$ cat config.mk
export PLATFORM = sky130hd
export DESIGN_NAME = uart_receiver_flat
export DESIGN_NICKNAME = d
export VERILOG_FILES = /design/src/rtl/uart_receiver_if.sv /design/src/rtl/uart_receiver.sv /design/src/flat_wrapper.sv
export SDC_FILE = /design/constraint.sdc
export NUM_CORES = 1
export LEC_CHECK = 0
export BUFFER_PORTS_ARGS = -buffer_cell sky130_fd_sc_hd__buf_2
export CELL_PAD_IN_SITES_DETAIL_PLACEMENT = 0
export CELL_PAD_IN_SITES_GLOBAL_PLACEMENT = 1
export CORE_ASPECT_RATIO = 1.5
export CORE_MARGIN = 4
export CORE_UTILIZATION = 28
export DETAILED_ROUTE_END_ITERATION = 10
export GPL_TIMING_DRIVEN = 0
export PLACE_DENSITY = 0.67
export SETUP_SLACK_MARGIN = 0.5
export SLEW_MARGIN = 20
export SYNTH_ARGS = -nofsm -noshare
export SYNTH_HDL_FRONTEND = slang
export SYNTH_SLANG_ARGS = --single-unit
export TNS_END_PERCENT = 30
$ cat constraint.sdc
create_clock -name Clock -period 1.47 [get_ports Clock]
set_input_delay 0.0735 -clock Clock [delete_from_list [all_inputs] [get_ports Clock]]
set_output_delay 0.0735 -clock Clock [all_outputs]
set_load 0.03 [all_outputs]
$ cat src/rtl/uart_receiver_if.sv
// Receive-side byte handshake bundle: data, status flags and the consumer ack.
// The receiver drives the master side; the consumer holds the slave side.
interface uart_receiver_if #(
    parameter int DATA_BITS = 8
);
    logic [DATA_BITS-1:0] Data;
    logic                 DataValid;
    logic                 DataAck;
    logic                 FramingError;
    logic                 ParityError;
    logic                 Overrun;

    modport master (
        output Data,
        output DataValid,
        output FramingError,
        output ParityError,
        output Overrun,
        input  DataAck
    );

    modport slave (
        input  Data,
        input  DataValid,
        input  FramingError,
        input  ParityError,
        input  Overrun,
        output DataAck
    );
endinterface

$ cat src/rtl/uart_receiver.sv
// Oversampling UART receive stage: frames Rx on SamplingTick rising edges
// and presents each byte with error flags on a valid/ack handshake.
module uart_receiver #(
    parameter int DATA_BITS  = 8,
    parameter int OVERSAMPLE = 16,
    parameter int PARITY_EN  = 0,
    parameter int PARITY_ODD = 0
) (
    input  logic            Clock,
    input  logic            ResetN,
    input  logic            SamplingTick,
    input  logic            Rx,
    uart_receiver_if.master bus
);
    localparam int CW = $clog2(OVERSAMPLE);

    localparam logic [2:0] IDLE   = 3'd0;
    localparam logic [2:0] START  = 3'd1;
    localparam logic [2:0] DATA   = 3'd2;
    localparam logic [2:0] PARITY = 3'd3;
    localparam logic [2:0] STOP   = 3'd4;

    localparam logic [CW-1:0] HALF     = CW'(OVERSAMPLE / 2 - 1);
    localparam logic [CW-1:0] LAST     = CW'(OVERSAMPLE - 1);
    localparam logic [2:0]    IDX_LAST = 3'(DATA_BITS - 1);

    logic                 rx_meta;
    logic                 rx_s;
    logic                 tick_meta;
    logic                 tick_s;
    logic                 tick_prev;
    logic                 tick_en;
    logic [2:0]           state;
    logic [CW-1:0]        cnt;
    logic [2:0]           idx;
    logic [DATA_BITS-1:0] shreg;
    logic                 par_bit;
    logic                 mismatch;
    logic                 at_last;

    assign tick_en = tick_s & ~tick_prev;
    assign at_last = (cnt == LAST);

    assign mismatch = (PARITY_EN != 0) &&
                      ((^shreg ^ par_bit) != 1'(PARITY_ODD));

    always_ff @(posedge Clock) begin
        if (!ResetN) begin
            rx_meta          <= 1'b1;
            rx_s             <= 1'b1;
            tick_meta        <= 1'b0;
            tick_s           <= 1'b0;
            tick_prev        <= 1'b0;
            state            <= IDLE;
            cnt              <= '0;
            idx              <= '0;
            shreg            <= '0;
            par_bit          <= 1'b0;
            bus.Data         <= '0;
            bus.DataValid    <= 1'b0;
            bus.FramingError <= 1'b0;
            bus.ParityError  <= 1'b0;
            bus.Overrun      <= 1'b0;
        end else begin
            rx_meta   <= Rx;
            rx_s      <= rx_meta;
            tick_meta <= SamplingTick;
            tick_s    <= tick_meta;
            tick_prev <= tick_s;

            if (bus.DataAck && bus.DataValid) begin
                bus.DataValid <= 1'b0;
                bus.Overrun   <= 1'b0;
            end

            if (tick_en) begin
                unique case (state)
                    IDLE: begin
                        if (!rx_s) begin
                            state <= START;
                            cnt   <= '0;
                        end
                    end
                    START: begin
                        if (cnt == HALF) begin
                            cnt   <= '0;
                            idx   <= '0;
                            state <= rx_s ? IDLE : DATA;
                        end else begin
                            cnt <= cnt + 1'b1;
                        end
                    end
                    DATA: begin
                        if (at_last) begin
                            shreg <= {rx_s, shreg[DATA_BITS-1:1]};
                            cnt   <= '0;
                            if (idx == IDX_LAST) begin
                                idx   <= '0;
                                state <= (PARITY_EN != 0) ? PARITY : STOP;
                            end else begin
                                idx <= idx + 1'b1;
                            end
                        end else begin
                            cnt <= cnt + 1'b1;
                        end
                    end
                    PARITY: begin
                        if (at_last) begin
                            par_bit <= rx_s;
                            cnt     <= '0;
                            state   <= STOP;
                        end else begin
                            cnt <= cnt + 1'b1;
                        end
                    end
                    STOP: begin
                        // Leave at mid stop bit so a back-to-back start is seen.
                        if (at_last) begin
                            bus.Data         <= shreg;
                            bus.FramingError <= ~rx_s;
                            bus.ParityError  <= mismatch;
                            bus.DataValid    <= 1'b1;
                            if (bus.DataValid && !bus.DataAck) begin
                                bus.Overrun <= 1'b1;
                            end
                            cnt   <= '0;
                            state <= IDLE;
                        end else begin
                            cnt <= cnt + 1'b1;
                        end
                    end
                    default: begin
                        state <= IDLE;
                        cnt   <= '0;
                        idx   <= '0;
                    end
                endcase
            end
        end
    end
endmodule

$ cat src/flat_wrapper.sv
// flat-port wrapper written by rule: the top's interface ports become plain ports
module uart_receiver_flat 
#(
    parameter int DATA_BITS  = 8,
    parameter int OVERSAMPLE = 16,
    parameter int PARITY_EN  = 0,
    parameter int PARITY_ODD = 0
)
  (Clock, ResetN, SamplingTick, Rx, bus_Data, bus_DataValid, bus_FramingError, bus_ParityError, bus_Overrun, bus_DataAck);
  uart_receiver_if #(.DATA_BITS(DATA_BITS)) bus_i ();
  input  logic Clock;
  input  logic ResetN;
  input  logic SamplingTick;
  input  logic Rx;
  output wire logic [$bits(bus_i.Data)-1:0] bus_Data;
  output wire logic [$bits(bus_i.DataValid)-1:0] bus_DataValid;
  output wire logic [$bits(bus_i.FramingError)-1:0] bus_FramingError;
  output wire logic [$bits(bus_i.ParityError)-1:0] bus_ParityError;
  output wire logic [$bits(bus_i.Overrun)-1:0] bus_Overrun;
  input wire logic [$bits(bus_i.DataAck)-1:0] bus_DataAck;
  assign bus_Data = bus_i.Data;
  assign bus_DataValid = bus_i.DataValid;
  assign bus_FramingError = bus_i.FramingError;
  assign bus_ParityError = bus_i.ParityError;
  assign bus_Overrun = bus_i.Overrun;
  assign bus_i.DataAck = bus_DataAck;
  uart_receiver #(.DATA_BITS(DATA_BITS), .OVERSAMPLE(OVERSAMPLE), .PARITY_EN(PARITY_EN), .PARITY_ODD(PARITY_ODD)) u_core (.Clock(Clock), .ResetN(ResetN), .SamplingTick(SamplingTick), .Rx(Rx), .bus(bus_i));
endmodule
Word level (Yosys, flattened, before mapping):

Cells that the tools add are included.

* reductions and logical operators: 11
* multiplexer cells: 25
* bitwise operators: 4
* add/sub/neg operators: 2
* equality and inequality tests: 13

Operator list (number)
* two-way mux 3 bit: 9
* one-hot mux 3 bit (5 select lines): 1
* two-way mux 4 bit: 3
* one-hot mux 4 bit (3 select lines): 1
* inequality test 2 x 1 -> 1 bit, second input constant: 5
* two-way mux 1 bit: 9
* one-hot mux 3 bit (3 select lines): 1
* AND reduction 7 bit: 1
* == test 3 x 2 -> 1 bit, second input constant: 2
* == test 3 bit, second input constant: 2
* AND reduction 3 bit: 2
* OR reduction 3 bit: 2
* adder 4 x 1 -> 4 bit, second input constant: 1
* == test 4 x 3 -> 1 bit, second input constant: 1
* == test 4 bit, second input constant: 1
* AND reduction 4 bit: 1
* adder 3 x 1 -> 3 bit, second input constant: 1
* == test 3 x 1 -> 1 bit, second input constant: 1
* zero test 3 bit: 1
* inverter 1 bit: 3
* logical AND 1 bit: 2
* two-way mux 2 bit: 1
* inequality test 2 bit, second input constant: 1
* AND reduction 2 bit: 1
* 2 further kinds: 2

* register bits after elaboration: 34
* output and inout port bits: 12

Depth between registers and ports, before layout:

* word-level depth: 6
* depth in mapped cells: 6

Worst setup path after synthesis:

OpenSTA, ideal clock, no wires.

* path type: register to register
* start point: register u_core.cnt[0]
* end point: register u_core.idx[0]
* clock period less this slack: 1.554 ns
* path slack: -0.084 ns
* arrival: 1.483 ns
* path buffers: 0
* cell stages (with the launch flop): 6
* cells stage by stage: dfxtp_1 ha_1 and3_2 a221oi_1 or4_1 a21oi_1

* longest elaborated chain between the ends: 3
* elaborated cells between the ends (all ways): 5

RTL lines
* from (decl): RTL line uart_receiver.sv:34 `logic [CW-1:0] cnt;`
* from (signal assigned): RTL line uart_receiver.sv:90 `cnt <= cnt + 1'b1;`
* from (signal assigned): RTL line uart_receiver.sv:104 `cnt <= cnt + 1'b1;`
* from (signal assigned): RTL line uart_receiver.sv:113 `cnt <= cnt + 1'b1;`
* == test 4 bit or == test 4 x 3 -> 1 bit (tied branches): RTL line uart_receiver.sv:42, uart_receiver.sv:85
* inequality test 2 x 1 -> 1 bit (no source line)
* AND reduction 4 bit (no source line) (*)
* to (signal assigned): RTL line uart_receiver.sv:101 `idx <= idx + 1'b1;`
* to (decl): RTL line uart_receiver.sv:35 `logic [2:0] idx;`

Mark *: on every way between the ends. The rest lies on a longest branch, timed or not.
A chain may end at the register's enable or synchronous reset.

Final worst setup path:

Same ends and word-level chain as after synthesis.

==> results.yml <==
detailed_routing:
  wl_um: 3170
  firstDrtPassIters: 4
  viasPerCell: 4.63
  routedWlPerCell_um: 12.2
  ant_nets: 0
  drtIter0Drc: 24
  vias: 1203
  drcViolationCount: 0
synthesis:
  yosys.area.top_type_share_pct: 46.5
  synth_edf_count: 0
  yosysWarnings: 0
  synth_top_area_cell: "dfxtp_1"
  ys_ff_latch: 34
  syn_nets: 161
  synth_async_sr_flop_share_pct: 0
  synth_cells: 153
  synth_ff_type: "dfxtp_1"
  synth_most_common_cell: "dfxtp_1"
  synth.top_cells.by_area: "dfxtp_1, mux2i_1, nor2_1, ha_1, nand2_1"
  synthTopCellsByCount: "dfxtp_1, nor2_1, mux2i_1, nand2_1, a21oi_1"
  synth_area_per_cell_um2: 9.57
  ys_seq_area_share_pct: 46.5
  synth_area_um2: 1460
  synth_cell_types: 40
timing:
  worst_slack_ns: -0.0748
  setup_violations: 5
  maxSlewViolCount: 0
  fin_crit_sh_pct: 105
  finalHoldViolations: 0
  holdWs_ns: 0.0667
  fin_skew_ns: 0.00742
  finalCriticalPeriod_ns: 1.54
  timing.fmax_ghz: 0.647
  rsz0062_at_grt: "true"
placed_design:
  place_congestion: 0.694
  dp_cells: 236
  pre_cts_ws_ns: -0.111
  hpwl_um: 2110
  port_buffers: 15
power:
  p_sw_share_pct: 19.5
  clockPowerShare_pct: 50.2
  internal_power_w: 0.00161
  p_switching_w: 0.000388
  seqPwrFrac_pct: 46.3
  max-vdd-ir-drop_v: 0.000613
  power.total_w: 0.00199
  p_leak_nw: 0.961
  power.share.combinational_pct: 3.5
  powerDensity_nw_per_um2: 967
floorplan:
  initial_core_util_pct: 28.6
  num_rows: 32
  ios: 17
  fp.dieH_um: 96.6
  dieArea_um2: 6470
  die_w_um: 67.0
  fp.coreArea_um2: 5120
final_layout:
  syn_to_final_growth_pct: 40.8
  drive_above_1_share_pct: 35.9
  fin_cells: 260
  antenna_cells: 0
  fin_nets: 199
critical_path:
  critPathCaptureType: "register"
  critPathMaxFanout: 5
  criticalPathCategory: "reg -> reg"
  cp.arrival_ns: 1.75
  cp.required_ns: 1.67
  cp-start-kind: "register"
run_status:
  status: "complete, but fails checks"
  violations: "negative setup slack"
clock_tree:
  root_buffer: "clkbuf_8"
  numCtsBuffers: 5
  cts_buffer_depth: 2
  cts.htree.levels: 2
  clk_latency_ns: 0.28
  cts_tree: "done"
  clkTransAtPathRegs_ns: 0.08
  cts.sinks: 34
flow_run:
  maxCapViolCount: 0
global_route:
  grt_pass1_wl_um: 5320
  grt_overflow: 0
  grt_pass1_vias: 1170
  track_usage_pct: 10.8
  antenna_found_initial: 0
  grt_max_degree: 12
min_path:
  min_path_type: "in -> reg"
layout make-up:
class	count	area, um2
inverters	5	18.8
clock buffers	7	108
well taps	68	85.1
multi-input cells	106	850
clock inverters	1	30.0
repair buffers	31	206
plain buffers	8	67.6
flip-flops and latches	34	696
fillers	559	3060
path summary, 6_finish.rpt:
kind,depth (start not counted),slack (ns),startpoint,to
max,6,-0.07,u_core.cnt[0]$_SDFFE_PN0P_,u_core.idx[0]$_SDFFE_PN0P_
min,3,0.07,bus_DataAck,u_core.bus.DataValid$_SDFF_PN0_
max reg2reg,6,-0.07,u_core.cnt[0]$_SDFFE_PN0P_,u_core.idx[0]$_SDFFE_PN0P_
min reg2reg,1,0.41,u_core.rx_meta$_SDFF_PN1_,u_core.rx_s$_SDFF_PN1_
per-layer routing:
layer | up-vias | wire length (um) | share of wire [%] | global-route usage [%]
met5 | - | 0 | 0 | 0
met4 | 0 | 47 | 1.5 | 5.25
met3 | 4 | 114 | 3.6 | 3.13
met2 | 24 | 1710 | 54 | 18.3
met1 | 569 | 1300 | 41 | 12.3
li1 | 606 | - | - | -
flip-flops by register name, indices dropped and copies added (netlist names), 3 cells and up, named ones only:
name	count
u_core.shreg	8
u_core.cnt	4
u_core.idx	3
u_core.state	3
u_core.bus.Data	8
power groups by stage:
stage / Sequential [W] / Clock (W) / Combinational [W]
detailed placement: 0.000949 / 0 / 0.0000552
floorplan: 0.000948 / 0 / 0.0000383
global placement: 0.000948 / 0 / 0.0000557
CTS: 0.000923 / 0.00102 / 0.0000648
finish: 0.000923 / 0.00100 / 0.0000691
global route: 0.000924 / 0.00107 / 0.0000783
worst max-delay path, stage by stage, from the launching register on:
cell and delay [ns]:
dfxtp_4 0.37, ha_4 0.14, and3b_2 0.22, o31ai_4 0.08
buf_6 0.14, or4_1 0.39, a21oi_1 0.14
timing repair:
action / CTS / global route
pin swaps: 9 / 6
hold buffers: 2 / 0
setup buffers: 11 / 3
gates cloned: 0 / 0
setup endpoints to repair: 29 / 30
endpoints found under the hold margin: 2 / 0
gates resized for setup: 12 / 12
stage by stage:
stage	area [um2]	setup TNS [ns]	utilization (%)
4_1_cts	1980	-0.177	38.6
3_3_place_gp	1700	-0.477	33.1
6_report	2060	-0.231	40.2
2_1_floorplan	1540	0	-
3_5_place_dp	1700	-0.521	33.1
5_1_grt	2060	-1.63	40.2
layout by cell type, fill, tap and decap left out, drive strengths merged, types with 2 or more instances in the layout:
cell type	count
o21ai	4
nand2b	5
buf	34
and2	3
and2b	2
inv	5
nand3	5
nor2	23
a21oi	6
mux2i	21
nor3	3
or4	2
dlygate4sd3	2
nand2	9
clkbuf	10
ha	3
dfxtp	34
cells by family (layout without fill, tap and decap cells):
logic type	after synthesis	after routing	synth area share, %
AOI/OAI and AO/OA	20	20	9.66
xor gates and xnor gates	1	1	0.598
adders and majority gates	3	3	2.56
buffers and inverters	13	52	4.53
DFF	34	34	46.5
muxes	22	22	15.1
other	1	1	0.256
and+or+nand+nor	59	59	20.8
Note: power is estimated with default switching activity, not from simulation.
